===== config.mk =====
export PLATFORM = sky130hd
export DESIGN_NAME = key_repeat_pad
export DESIGN_NICKNAME = d
export VERILOG_FILES = /design/src/rtl/key_pkg.sv /design/src/rtl/key_repeat_channel.sv /design/src/rtl/key_repeat_pad.sv
export SDC_FILE = /design/constraint.sdc
export NUM_CORES = 1
export LEC_CHECK = 0
export ABC_AREA = 1
export BUFFER_PORTS_ARGS = -buffer_cell sky130_fd_sc_hd__buf_2
export CORE_MARGIN = 10
export CORE_UTILIZATION = 35
export CTS_CLUSTER_SIZE = 30
export DETAILED_ROUTE_END_ITERATION = 6
export GPL_TIMING_DRIVEN = 0
export PLACE_DENSITY = 0.58
export SETUP_SLACK_MARGIN = 0.05
export SLEW_MARGIN = 20
export SYNTH_ARGS = -nofsm -noshare
export SYNTH_HDL_FRONTEND = slang
export SYNTH_SLANG_ARGS = --single-unit

===== constraint.sdc =====
create_clock -name clk -period 2.12 [get_ports clk]
set_input_delay 0.106 -clock clk [delete_from_list [all_inputs] [get_ports clk]]
set_output_delay 0.106 -clock clk [all_outputs]
set_load 0.03 [all_outputs]

===== src/rtl/key_pkg.sv =====
// Shared types and default timing for the push-button debounce/auto-repeat block.
// Delays are expressed in 800x525 video frames.
package key_pkg;

    typedef enum logic [2:0] {
        ST_IDLE         = 3'd0,
        ST_PRESS_WAIT   = 3'd1,
        ST_HELD_FIRST   = 3'd2,
        ST_HELD_REPEAT  = 3'd3,
        ST_RELEASE_WAIT = 3'd4
    } key_state_t;

    localparam int FRAME_CYCLES         = 800 * 525;
    localparam int HOLD_FRAMES          = 1;
    localparam int REPEAT_START_FRAMES  = 20;
    localparam int REPEAT_PERIOD_FRAMES = 6;

    localparam int DEF_HOLD_DELAY    = FRAME_CYCLES * HOLD_FRAMES;
    localparam int DEF_REPEAT_START  = FRAME_CYCLES * REPEAT_START_FRAMES;
    localparam int DEF_REPEAT_PERIOD = FRAME_CYCLES * REPEAT_PERIOD_FRAMES;

endpackage


===== src/rtl/key_repeat_channel.sv =====
// One key channel: 2-flop synchroniser, debounce/repeat FSM with a shared counter,
// and registered level/strobe outputs.
module key_repeat_channel
    import key_pkg::*;
#(
    parameter int HOLD_DELAY    = DEF_HOLD_DELAY,
    parameter int REPEAT_START  = DEF_REPEAT_START,
    parameter int REPEAT_PERIOD = DEF_REPEAT_PERIOD,
    parameter bit REPEAT_EN     = 1'b1,
    parameter int CNT_W         = 32
) (
    input  logic clk,
    input  logic rst_n,
    input  logic key_sw,
    output logic key_level,
    output logic key_press,
    output logic key_release,
    output logic key_repeat,
    output logic key_fire
);

    // IDLE: up | PRESS_WAIT: debounce press | HELD_FIRST: wait first repeat
    // HELD_REPEAT: periodic repeat | RELEASE_WAIT: debounce release (level still 1)

    localparam logic [CNT_W-1:0] L_ZERO = '0;
    localparam logic [CNT_W-1:0] L_ONE  = {{(CNT_W-1){1'b0}}, 1'b1};
    localparam logic [CNT_W-1:0] L_HOLD = CNT_W'(HOLD_DELAY);
    localparam logic [CNT_W-1:0] L_RS   = CNT_W'(REPEAT_START);
    localparam logic [CNT_W-1:0] L_RP   = CNT_W'(REPEAT_PERIOD);

    logic             r_sync1, r_sync2;
    key_state_t       r_state, w_state_nxt;
    logic [CNT_W-1:0] r_cnt, w_cnt_nxt, w_cnt_inc;
    logic             w_press, w_release, w_repeat;
    logic             r_evt_press, r_evt_release, r_evt_repeat;
    logic             r_level, r_press, r_release, r_repeat, r_fire;
    logic             w_s;

    assign w_s       = r_sync2;
    assign w_cnt_inc = r_cnt + L_ONE;

    always_comb begin
        w_state_nxt = r_state;
        w_cnt_nxt   = r_cnt;
        w_press     = 1'b0;
        w_release   = 1'b0;
        w_repeat    = 1'b0;
        case (r_state)
            ST_IDLE: begin
                w_cnt_nxt = L_ZERO;
                if (w_s) begin
                    if (HOLD_DELAY == 1) begin
                        w_state_nxt = ST_HELD_FIRST;
                        w_press     = 1'b1;
                    end else begin
                        w_state_nxt = ST_PRESS_WAIT;
                        w_cnt_nxt   = L_ONE;
                    end
                end
            end
            ST_PRESS_WAIT: begin
                if (!w_s) begin
                    w_state_nxt = ST_IDLE;
                    w_cnt_nxt   = L_ZERO;
                end else if (w_cnt_inc == L_HOLD) begin
                    w_state_nxt = ST_HELD_FIRST;
                    w_cnt_nxt   = L_ZERO;
                    w_press     = 1'b1;
                end else begin
                    w_cnt_nxt = w_cnt_inc;
                end
            end
            ST_HELD_FIRST, ST_HELD_REPEAT: begin
                if (!w_s) begin
                    // a single-sample hold accepts the release immediately
                    if (HOLD_DELAY == 1) begin
                        w_state_nxt = ST_IDLE;
                        w_cnt_nxt   = L_ZERO;
                        w_release   = 1'b1;
                    end else begin
                        w_state_nxt = ST_RELEASE_WAIT;
                        w_cnt_nxt   = L_ONE;
                    end
                end else if (r_state == ST_HELD_REPEAT) begin
                    if (w_cnt_inc == L_RP) begin
                        w_cnt_nxt = L_ZERO;
                        w_repeat  = 1'b1;
                    end else begin
                        w_cnt_nxt = w_cnt_inc;
                    end
                end else if (REPEAT_EN) begin
                    if (w_cnt_inc == L_RS) begin
                        w_state_nxt = ST_HELD_REPEAT;
                        w_cnt_nxt   = L_ZERO;
                        w_repeat    = 1'b1;
                    end else begin
                        w_cnt_nxt = w_cnt_inc;
                    end
                end else if (r_cnt != '1) begin
                    w_cnt_nxt = w_cnt_inc;
                end
            end
            ST_RELEASE_WAIT: begin
                if (w_s) begin
                    w_state_nxt = ST_HELD_FIRST;
                    w_cnt_nxt   = L_ZERO;
                end else if (w_cnt_inc == L_HOLD) begin
                    w_state_nxt = ST_IDLE;
                    w_cnt_nxt   = L_ZERO;
                    w_release   = 1'b1;
                end else begin
                    w_cnt_nxt = w_cnt_inc;
                end
            end
            default: begin
                w_state_nxt = ST_IDLE;
                w_cnt_nxt   = L_ZERO;
            end
        endcase
    end

    always_ff @(posedge clk) begin
        if (!rst_n) begin
            r_sync1       <= 1'b0;
            r_sync2       <= 1'b0;
            r_state       <= ST_IDLE;
            r_cnt         <= L_ZERO;
            r_evt_press   <= 1'b0;
            r_evt_release <= 1'b0;
            r_evt_repeat  <= 1'b0;
        end else begin
            r_sync1       <= key_sw;
            r_sync2       <= r_sync1;
            r_state       <= w_state_nxt;
            r_cnt         <= w_cnt_nxt;
            r_evt_press   <= w_press;
            r_evt_release <= w_release;
            r_evt_repeat  <= w_repeat;
        end
    end

    // Output stage follows the FSM by one cycle so level and strobes line up.
    always_ff @(posedge clk) begin
        if (!rst_n) begin
            r_level   <= 1'b0;
            r_press   <= 1'b0;
            r_release <= 1'b0;
            r_repeat  <= 1'b0;
            r_fire    <= 1'b0;
        end else begin
            r_level   <= (r_state == ST_HELD_FIRST) || (r_state == ST_HELD_REPEAT) ||
                         (r_state == ST_RELEASE_WAIT);
            r_press   <= r_evt_press;
            r_release <= r_evt_release;
            r_repeat  <= r_evt_repeat;
            r_fire    <= r_evt_press | r_evt_repeat;
        end
    end

    assign key_level   = r_level;
    assign key_press   = r_press;
    assign key_release = r_release;
    assign key_repeat  = r_repeat;
    assign key_fire    = r_fire;

endmodule


===== src/rtl/key_repeat_pad.sv =====
// Multi-channel push-button debouncer with typematic auto-repeat.
// Each key is handled by an independent key_repeat_channel instance.
module key_repeat_pad
    import key_pkg::*;
#(
    parameter int                N_KEYS        = 4,
    parameter int                HOLD_DELAY    = DEF_HOLD_DELAY,
    parameter int                REPEAT_START  = DEF_REPEAT_START,
    parameter int                REPEAT_PERIOD = DEF_REPEAT_PERIOD,
    parameter logic [N_KEYS-1:0] REPEAT_EN     = '1,
    parameter int                CNT_W         = 32
) (
    input  logic              clk,
    input  logic              rst_n,
    input  logic [N_KEYS-1:0] key_sw,
    output logic [N_KEYS-1:0] key_level,
    output logic [N_KEYS-1:0] key_press,
    output logic [N_KEYS-1:0] key_release,
    output logic [N_KEYS-1:0] key_repeat,
    output logic [N_KEYS-1:0] key_fire
);

    for (genvar gi = 0; gi < N_KEYS; gi++) begin : g_ch
        key_repeat_channel #(
            .HOLD_DELAY    (HOLD_DELAY),
            .REPEAT_START  (REPEAT_START),
            .REPEAT_PERIOD (REPEAT_PERIOD),
            .REPEAT_EN     (REPEAT_EN[gi]),
            .CNT_W         (CNT_W)
        ) u_ch (
            .clk         (clk),
            .rst_n       (rst_n),
            .key_sw      (key_sw[gi]),
            .key_level   (key_level[gi]),
            .key_press   (key_press[gi]),
            .key_release (key_release[gi]),
            .key_repeat  (key_repeat[gi]),
            .key_fire    (key_fire[gi])
        );
    end

endmodule


==> impl_metrics.csv, run 1 <==
group,metric,value,unit
run_status,outcome,"complete, but fails checks",
run_status,violations,"setup timing",
timing,finalCritPeriodShare,122.0,%
global_route,grt_usage,16.10,%
clock_tree,cts_buffers,17,
pwr,irDropWorstVdd,0.5833,mV
yosys,synth-compound-area-share,2.463,%
die,rows,66,
die,design.core.area,32370,µm²
pwr,power_density,593.9,nW/µm²
yosys,synth-xor-area-share,2.441,%
pwr,power_leakage,6.608,nW
timing,max_clock_freq,0.3867,GHz
layout,final_cell_mix,"nand2_1, inv_1, nor2_1, dfxtp_1, buf_4",
place,gp_congestion,0.9033,
global_route,met2_usage,26.89,%
detailed_routing,routed_wl,34.11,mm
clock_tree,cts-root-buf,"clkbuf_16",
timing,fin_crit,2.586,ns
worst_setup_path,crit_required,2.45,ns
layout,utilization,48.68,%
worst_setup_path,cp_max_fo,6,
place,place_hpwl,23.87,mm
layout,fin_nets,2079,
yosys,synth-simple-area-share,51.82,%
timing,slew_headroom,42.58,%
global_route,use_met1,20.52,%
yosys,ys_seq_area_share,31.53,%
layout,diodes,0,
global_route,grt_pass1_vias,11100,
worst_hold_path,min_path_type,"input port to flop",
yosys,synth_top_family_by_area,"simple AND/OR/NAND/NOR gates",
clock_tree,cts_buffer_depth,2,
detailed_routing,num_vias,11980,
yosys,synthCells,1901,
layout,multiInputGateArea,8198,µm²
yosys,yosysUniqueCellTypes,39,
yosys,syn-cell-area,11430,µm²
die,dieHeight,200.7,µm
yosys,yosysWarningCount,0,
worst_setup_path,crit_arrival,2.92,ns
layout,area_growth,37.88,%
die,die_x,200.7,µm
layout,nFillCells,3210,
global_route,grt_overflow_total,0,
layout,drive_gt1_share,33.53,%
yosys,synth_mux_area_share,0,%
die,die-area,40280,µm²
yosys,synth_edf_count,0,
clock_tree,cts_sinks,180,
timing,slew_viol_final,0,
worst_setup_path,cp-start-kind,"flop",
place,portBuffers,24,
yosys,avgSynthCellArea,6.012,µm²
timing,worst_slack,-0.4661,ns
flow_run,max_cap_violations,0,
yosys,synthAdderAreaFrac,0.4379,%
clock_tree,cts.htree.levels,4,
worst_setup_path,path_class,"flop to flop",
worst_setup_path,endpoint_kind,"flop",
timing,rsz0062_at_grt,"yes",
detailed_routing,drc,0,
layout,final_cell_count_no_fill,2524,
yosys,ys_seq_elements,180,
detailed_routing,drtIter0Drc,733,
global_route,grt_start_max_net_pins,19,
detailed_routing,wire_per_inst,13.52,µm
yosys,ys.flop_type,"dfxtp_1",
clock_tree,clkSlewWorstSetupHoldPaths,0.07,ns
timing,finalClockSkew,0.01382,ns
global_route,antenna_found_initial,0,
global_route,grt_use_met3,2.646,%
die,ioPinCount,26,
detailed_routing,vias_per_cell,4.745,
layout,layout_commonest_cell,"nand2_1",
clock_tree,cts_tree,"built",
detailed_routing,drtAntennaViolNets,0,
global_route,top_usage_layer,"met2",
die,start_util,35.30,%
layout,seq_area,3709,µm²
timing,finalHoldViolations,0,
detailed_routing,drt_first_pass_iters,5,
global_route,grt_pass1_wl,54.00,mm
yosys,async_reset_ff_share,0,%
clock_tree,clock_latency,0.46,ns
timing,setup-violations-final,149,
place,dp_cells,2367,
timing,tightest_slew,0.8603,ns
yosys,syn_nets,1911,
power breakdown:
part	internal (W)	switching, W
clock network	0.00159	0.00157
logic	0.00103	0.00145
registers	0.00354	0.000175
worst max-delay path: stages (launching register included):
cell and delay (ns):
dfxtp_4 0.37, ha_4 0.15, nand2_4 0.05, nor2_4 0.22, nand3b_1 0.22, inv_1 0.10, nand2_1 0.06, nand2_2 0.11
nand2_1 0.07, nor2_1 0.14, nand2_1 0.09, nor2_2 0.14, nand4_1 0.17, nand3_2 0.16, nand2_8 0.11, nand2_8 0.12
buf_12 0.15, nor2_2 0.04
registers in the layout (all words and copies together) (netlist names):
register and count:
g_ch.u_ch.r_cnt 128, g_ch.u_ch.r_state 12, g_ch.u_ch.key_fire 4, g_ch.u_ch.key_level 4, g_ch.u_ch.key_press 4, g_ch.u_ch.key_release 4
g_ch.u_ch.key_repeat 4, g_ch.u_ch.r_evt_press 4, g_ch.u_ch.r_evt_release 4, g_ch.u_ch.r_evt_repeat 4, g_ch.u_ch.r_sync1 4, g_ch.u_ch.r_sync2 4
synth_stat cells (2+ instances only):
cell,instances,area [µm²]
buf_6,4,45.04
buf_4,20,150.1
inv_1,269,1010
nor4_1,7,43.79
nand3_2,7,70.07
and2_1,5,31.28
nand2_2,21,131.4
nor2_1,343,1287
nand3_1,168,840.8
and3_1,3,18.77
or2_2,2,12.51
dfxtp_1,180,3603
o21ai_1,4,20.02
nand2_4,7,78.83
a31oi_1,2,12.51
nand4_1,28,175.2
buf_1,3,11.26
nand3b_1,47,352.8
a21oi_1,18,90.09
nor2_2,35,219.0
o21ai_0,21,105.1
buf_2,4,20.02
o21bai_1,3,22.52
xor2_1,15,131.4
nor2_4,24,270.3
inv_2,4,15.01
nor3_1,23,115.1
nand2_1,601,2256
clkbuf_1,6,22.52
xnor2_1,15,131.4
ha_1,4,50.05
kinds of logic after synthesis:
group,count (synthesis)
simple gates,1323
buf+inv,312
flops,180
compound gates,51
xor+xnor,31
fa+ha+maj,4
path summary, 6_finish.rpt:
kind | startpoint | end | slack, ns | cells after the start
min reg2reg | g_ch[0].u_ch.r_evt_release | g_ch[0].u_ch.key_release | 0.41 | 2
min | rst_n | g_ch[2].u_ch.r_state[0] | 0.30 | 3
max | g_ch[3].u_ch.r_cnt[0] | g_ch[3].u_ch.r_cnt[11] | -0.47 | 17
max reg2reg | g_ch[3].u_ch.r_cnt[0] | g_ch[3].u_ch.r_cnt[11] | -0.47 | 17
cell type report:
cell class / count / share of cell area, %
Timing Repair Buffer: 152 / 8.806
Inverter: 274 / 6.590
Clock inverter: 14 / 0.8655
Sequential cell: 180 / 23.54
Buffer: 35 / 1.882
Tap cell: 442 / 3.510
Clock buffer: 18 / 2.787
Multi-Input combinational cell: 1409 / 52.02
per-stage QoR:
| step | setup slack, ns | instance area, µm² | hold WS (ns) | power [W] | TNS (ns) |
|---|---|---|---|---|---|
| finish | -0.4661 | 15760 | 0.3008 | 0.009359 | -48.07 |
| global route | -0.6455 | 15760 | 0.3187 | 0.009841 | -71.20 |
| CTS | -0.3839 | 14320 | 0.3103 | 0.009056 | -39.23 |
| detailed placement | -1.033 | 12470 | 0.3031 | 0.005388 | -81.61 |
| global placement | -1.015 | 12470 | 0.3035 | 0.005386 | -82.40 |
| floorplan | -0.06130 | 11790 | 0.2036 | 0.004990 | -1.851 |
per-layer routing:
layer	vias up	routed length, µm
li1	6180	-
met1	5476	15560
met2	267	16390
met3	53	1375
met4	0	779
met5	-	0
timing repair:
item                                    in CTS  in global routing
buffers inserted                            76                 51
endpoints found under the hold margin        4                  0
pin swaps                                   64                128
gates cloned                                 5                  3
gates resized for setup                    158                328
hold buffers                                 4                  0
endpoints found under the setup margin     152                152
Note: power is estimated with default switching activity, not from simulation.
==> inputs of run 2 (changes only) <==
--- a/config.mk
+++ b/config.mk
@@ -13,6 +13,7 @@
 export DETAILED_ROUTE_END_ITERATION = 6
 export GPL_TIMING_DRIVEN = 0
 export PLACE_DENSITY = 0.58
+export RECOVER_POWER = 50
 export SETUP_SLACK_MARGIN = 0.05
 export SLEW_MARGIN = 20
 export SYNTH_ARGS = -nofsm -noshare
==> run 2 against run 1 <==
The run still ends with setup timing left. Die area unchanged. Sequential share of layout area about the same. Global-route usage did not move. Worst setup slack about the same. Total power about the same. Design area about the same. Sequential cell count is the same. Core utilization hardly changed. Largest cell class unchanged. Largest power group unchanged.
==> impl_metrics.csv, run 2 (same netlist as run 1, synthesis figures left out) <==
group,metric,value,unit
layout,area_growth,37.85,%
die,start_util,35.30,%
global_route,grt_overflow_total,0,
detailed_routing,num_vias,11960,
place,portBuffers,24,
timing,finalClockSkew,0.01380,ns
layout,utilization,48.67,%
layout,nFillCells,3212,
clock_tree,clock_latency,0.46,ns
global_route,antenna_found_initial,0,
timing,worst_slack,-0.4660,ns
layout,final_cell_count_no_fill,2524,
timing,rsz0062_at_grt,"yes",
timing,setup-violations-final,149,
pwr,power_density,594.0,nW/µm²
worst_setup_path,cp_max_fo,6,
pwr,irDropWorstVdd,0.5834,mV
worst_setup_path,crit_chain,"ha_4 > nand2_4 > nor2_4 > nand3b_1 > inv_1 > nand2_1 > nand2_2 > nand2_1 > nor2_1 > nand2_1 > nor2_2 > nand4_1 > nand3_2 > nand2_8 > nand2_8 > buf_12 > nor2_2",
clock_tree,cts_sinks,180,
clock_tree,cts_buffer_depth,2,
worst_setup_path,crit_required,2.45,ns
worst_setup_path,crit_arrival,2.92,ns
worst_setup_path,cpPeakStageDelay,0.37,ns
clock_tree,cts-root-buf,"clkbuf_16",
worst_setup_path,cpMaxStageDelayCell,"dfxtp_4",
flow_run,max_cap_violations,0,
worst_setup_path,path_class,"flop to flop",
place,gp_congestion,0.9033,
detailed_routing,routed_wl,34.11,mm
pwr,power_leakage,6.594,nW
detailed_routing,drtIter0Drc,732,
die,die-area,40280,µm²
place,place_hpwl,23.87,mm
timing,max_clock_freq,0.3867,GHz
timing,slew_viol_final,0,
layout,diodes,0,
worst_setup_path,endpoint_kind,"flop",
layout,drive_gt1_share,33.38,%
layout,top_regs,"g_ch.u_ch.r_cnt: 128 flops, g_ch.u_ch.r_state: 12 flops",
timing,fin_crit,2.586,ns
worst_setup_path,cp_common_cell,"nand2_1",
die,dieHeight,200.7,µm
layout,layout_commonest_cell,"nand2_1",
die,design.core.area,32370,µm²
worst_setup_path,cp-start-kind,"flop",
global_route,grt_start_max_net_pins,19,
timing,slew_headroom,42.76,%
layout,largest_register,"g_ch.u_ch.r_cnt",
place,place_ws,-1.033,ns
detailed_routing,vias_per_cell,4.740,
detailed_routing,drc,0,
place,place_area,12470,µm²
global_route,grt_pass1_vias,11100,
place,dp_cells,2367,
layout,fin_nets,2079,
detailed_routing,wl_met1,15.56,mm
worst_hold_path,min_path_type,"input port to flop",
detailed_routing,wl_met2,16.41,mm
detailed_routing,drtAntennaViolNets,0,
detailed_routing,top_layer,"met4",
clock_tree,cts_buffers,17,
clock_tree,cts.htree.levels,4,
clock_tree,cts_tree,"built",
timing,tightest_slew,0.8577,ns
timing,finalHoldViolations,0,
global_route,grt_usage,16.10,%
run_status,outcome,"complete, but fails checks",
clock_tree,clkSlewWorstSetupHoldPaths,0.07,ns
detailed_routing,dr_wl_met3,1.387,mm
detailed_routing,wire_per_inst,13.52,µm
die,ioPinCount,26,
global_route,grt_pass1_wl,54.00,mm
timing,finalCritPeriodShare,122.0,%
layout,final_cell_mix,"nand2_1, inv_1, nor2_1, dfxtp_1, buf_4",
die,rows,66,
detailed_routing,drt_first_pass_iters,5,
die,die_x,200.7,µm
layout,design_area,15750,µm²
layout,largest_reg_flops,128,
run_status,violations,"setup timing",
-- run 2: cell count changes in the layout (fill, tap and decap cells not counted) --
cell and delta:
clkbuf_1 +3, buf_2 -3
-- run 2: final timing paths --
check / slack (ns) / startpoint / endpoint / cells after the start
hold / removal: 0.30 / rst_n / g_ch[2].u_ch.r_state[0] / 3
setup reg to reg: -0.47 / g_ch[3].u_ch.r_cnt[0] / g_ch[3].u_ch.r_cnt[11] / 17
setup / recovery: -0.47 / g_ch[3].u_ch.r_cnt[0] / g_ch[3].u_ch.r_cnt[11] / 17
hold reg to reg: 0.41 / g_ch[0].u_ch.r_evt_release / g_ch[0].u_ch.key_release / 2
-- run 2: cell type report --
| class | instances | area [µm²] | area share (%) |
|---|---|---|---|
| Multi-Input combinational cell | 1409 | 8198 | 52.04 |
| Clock buffer | 18 | 439.2 | 2.788 |
| Sequential cell | 180 | 3709 | 23.54 |
| Inverter | 274 | 1039 | 6.592 |
| Tap cell | 442 | 553.0 | 3.510 |
| Clock inverter | 14 | 136.4 | 0.8657 |
| Timing Repair Buffer | 152 | 1384 | 8.784 |
| Buffer | 35 | 296.5 | 1.882 |
-- run 2: worst max-delay path: cells and delay by family, from the launching register on --
family	cells	cell delay [ns]
adder cells (fa/ha/maj)	1	0.15
buffers and inverters	2	0.25
flip-flops	1	0.37
AND/OR/NAND/NOR	14	1.69
-- run 2: through the flow --
stage | total power [W] | setup TNS (ns) | hold slack [ns]
2_1_floorplan | 0.004990 | -1.851 | 0.2036
3_3_place_gp | 0.005386 | -82.40 | 0.3035
3_5_place_dp | 0.005388 | -81.61 | 0.3031
4_1_cts | 0.009056 | -39.23 | 0.3103
5_1_grt | 0.009841 | -71.20 | 0.3187
6_report | 0.009357 | -48.14 | 0.3020
-- run 2: report_power, final --
group	internal, W	total, W	switching (W)
Clock	0.00159	0.00317	0.00157
Combinational	0.00103	0.00248	0.00145
Sequential	0.00354	0.00371	0.000174
Total	0.00616	0.00936	0.00320
-- run 2: routing by layer --
metal	vias up	GRT usage (%)
met4	0	5.707
met2	252	26.89
li1	6180	-
met3	49	2.646
met1	5483	20.52
met5	-	0
-- run 2: repair_timing --
| item | CTS | global route |
|---|---|---|
| cloned | 5 | 3 |
| hold endpoints to repair | 4 | 0 |
| pin swaps | 64 | 128 |
| setup buffers | 76 | 51 |
| hold buffers | 4 | 0 |
| endpoints found under the setup margin | 152 | 152 |
| resized for setup | 158 | 328 |
==> inputs of run 3 (changes only) <==
--- a/config.mk
+++ b/config.mk
@@ -12,7 +12,7 @@
 export CTS_CLUSTER_SIZE = 30
 export DETAILED_ROUTE_END_ITERATION = 6
 export GPL_TIMING_DRIVEN = 0
-export PLACE_DENSITY = 0.58
+export PLACE_DENSITY = 0.56
 export RECOVER_POWER = 50
 export SETUP_SLACK_MARGIN = 0.05
 export SLEW_MARGIN = 20
==> run 3 against run 2 <==
The run still ends with setup timing left. Critical path type unchanged. Highest routed layer unchanged. Global-route usage rose by 0.76 points. Cell count rose by 0.75%. Largest cell class unchanged. Fmax fell by 1.8%. Critical path depth rose by 2. Clock skew fell by 0.0014 ns. First-iteration DRC count rose by 12%.
==> impl_metrics.csv, run 3 (same netlist as run 1, synthesis figures left out) <==
group,metric,value,unit
die,rows,66,
run_status,violations,"setup timing",
layout,nFillCells,3192,
worst_setup_path,crit_chain,"ha_4 > nand2_4 > nor2_4 > buf_6 > nand3_4 > inv_2 > nand2_1 > nand2_1 > nand2_1 > nor2_1 > nand2_1 > nor2_4 > nand4_1 > nand3_2 > nand2_4 > buf_12 > buf_12 > nand3_2 > inv_1",
detailed_routing,num_vias,12150,
timing,slew_headroom,26.29,%
worst_setup_path,r2r-start,"g_ch[3].u_ch.r_cnt[0]",
layout,multiInputGateArea,8407,µm²
clock_tree,cts-root-buf,"clkbuf_16",
worst_setup_path,endpoint_kind,"flop",
worst_setup_path,cpPeakStageDelay,0.40,ns
clock_tree,cts.htree.levels,4,
die,die_x,200.7,µm
timing,finalHoldViolations,0,
layout,seq_area,3734,µm²
clock_tree,clock_latency,0.46,ns
layout,fin_nets,2098,
worst_setup_path,cpMaxStageDelayCell,"dfxtp_4",
detailed_routing,wire_per_inst,13.94,µm
layout,top_regs,"g_ch.u_ch.r_cnt: 128 flops, g_ch.u_ch.r_state: 12 flops",
worst_setup_path,path_class,"flop to flop",
detailed_routing,drt_first_pass_iters,5,
pwr,irDropWorstVdd,0.6399,mV
detailed_routing,drc,0,
worst_setup_path,r2r_end,"g_ch[3].u_ch.r_cnt[20]",
global_route,grt_usage,16.87,%
pwr,power_density,592.5,nW/µm²
place,place_ws,-0.7344,ns
worst_hold_path,holdPathEnd,"g_ch[2].u_ch.r_evt_release",
layout,layout_commonest_cell,"nand2_1",
place,portBuffers,24,
run_status,outcome,"complete, but fails checks",
worst_setup_path,crit_arrival,2.98,ns
detailed_routing,drtIter0Drc,820,
worst_setup_path,rr_worst_depth,19,
worst_hold_path,min_path_type,"input port to flop",
layout,largest_reg_flops,128,
worst_hold_path,holdPathStages,3,
worst_setup_path,cp.buffers_inverters,5,
pwr,power_leakage,6.787,nW
die,ioPinCount,26,
worst_setup_path,cp_max_fo,7,
clock_tree,clkSlewWorstSetupHoldPaths,0.08,ns
layout,final_cell_mix,"nand2_1, inv_1, nor2_1, dfxtp_1, buf_4",
clock_tree,cts_buffers,17,
die,dieHeight,200.7,µm
timing,rsz0062_at_grt,"yes",
global_route,grt_start_max_net_pins,20,
timing,max_clock_freq,0.3797,GHz
worst_setup_path,cp-start-kind,"flop",
flow_run,max_cap_violations,0,
place,place_hpwl,24.19,mm
timing,tightest_slew,1.102,ns
die,design.core.area,32370,µm²
die,die-area,40280,µm²
worst_setup_path,reg2reg_slack,-0.51,ns
timing,finalClockSkew,0.01240,ns
global_route,grt_pass1_vias,11620,
layout,area_growth,42.34,%
die,start_util,35.30,%
place,place_area,12470,µm²
timing,fin_crit,2.634,ns
layout,design_area,16270,µm²
detailed_routing,drtAntennaViolNets,0,
layout,diodes,0,
clock_tree,cts_tree,"built",
detailed_routing,routed_wl,35.45,mm
global_route,grt_pass1_wl,56.95,mm
worst_setup_path,crit_path_start,"g_ch[3].u_ch.r_cnt[0]",
timing,slew_viol_final,0,
worst_hold_path,hp-start,"rst_n",
clock_tree,cts_sinks,180,
detailed_routing,vias_per_cell,4.776,
place,gp_congestion,0.8912,
worst_setup_path,cp_common_cell,"nand2_1",
global_route,antenna_found_initial,0,
timing,setup-violations-final,150,
layout,largest_register,"g_ch.u_ch.r_cnt",
worst_setup_path,path_delay_family,"simple AND/OR/NAND/NOR gates",
worst_setup_path,crit_required,2.47,ns
global_route,grt_overflow_total,0,
layout,drive_gt1_share,36.22,%
clock_tree,cts_buffer_depth,2,
timing,worst_slack,-0.5136,ns
timing,finalCritPeriodShare,124.2,%
[run 3: area by class of cell]
| class | count | share of cell area, % |
|---|---|---|
| well taps | 442 | 3.400 |
| plain buffers | 37 | 2.023 |
| inverters | 274 | 6.407 |
| clock buffers | 17 | 2.615 |
| flip-flops and latches | 180 | 22.95 |
| multi-input cells | 1409 | 51.68 |
| clock inverters | 15 | 1.154 |
| repair buffers | 169 | 9.768 |
[run 3: how the worst max path moves through the flow]
stage | endpoint | slack (ns) | depth (start not counted)
floorplan | g_ch[3].u_ch.r_cnt[11] | -0.06 | 17
global placement | g_ch[3].u_ch.r_cnt[4] | -0.72 | 6
detailed placement | g_ch[3].u_ch.r_cnt[27] | -0.73 | 6
CTS | g_ch[3].u_ch.r_cnt[27] | -0.42 | 17
global route | g_ch[3].u_ch.r_cnt[27] | -0.70 | 18
finish | g_ch[3].u_ch.r_cnt[20] | -0.51 | 19
[run 3: repair_timing]
action	4_1_cts	5_1_grt
endpoints found under the setup margin	152	152
pin swaps	77	127
gates resized for setup	259	307
setup buffers	98	57
gates cloned	6	1
hold buffers	4	0
endpoints found under the hold margin	4	0
[run 3: worst register-to-register path, stage by stage, from the launching register on]
cell and delay, ns:
dfxtp_4 0.40, ha_4 0.16, nand2_4 0.06, nor2_4 0.22, buf_6 0.14, nand3_4 0.07, inv_2 0.08, nand2_1 0.05
nand2_1 0.06, nand2_1 0.06, nor2_1 0.10, nand2_1 0.09, nor2_4 0.23, nand4_1 0.18, nand3_2 0.13, nand2_4 0.11
buf_12 0.16, buf_12 0.13, nand3_2 0.05, inv_1 0.05
[run 3: where the power goes]
part | internal, W | switching, W
Clock | 0.00171 | 0.00167
Sequential | 0.00353 | 0.000180
Combinational | 0.00110 | 0.00145
[run 3: through the flow]
| stage | std cells | power [W] | hold slack (ns) | utilization (%) | setup TNS (ns) |
|---|---|---|---|---|---|
| after floorplan | 1901 | 0.004990 | 0.2036 | - | -1.851 |
| after global placement | 2367 | 0.005384 | 0.3256 | 38.51 | -69.25 |
| after detailed placement | 2367 | 0.005384 | 0.3258 | 38.51 | -70.86 |
| after CTS | 2500 | 0.009486 | 0.1988 | 46.16 | -44.07 |
| after global routing | 2543 | 0.01008 | 0.2112 | 50.25 | -75.61 |
| final | 2543 | 0.009639 | 0.2077 | 50.25 | -55.45 |
[run 3: routing by layer]
| metal | track usage (%) | share of wire [%] |
|---|---|---|
| met3 | 2.388 | 3.4 |
| met2 | 28.53 | 49 |
| met1 | 21.63 | 46 |
| met5 | 0 | 0 |
| met4 | 5.437 | 1.9 |
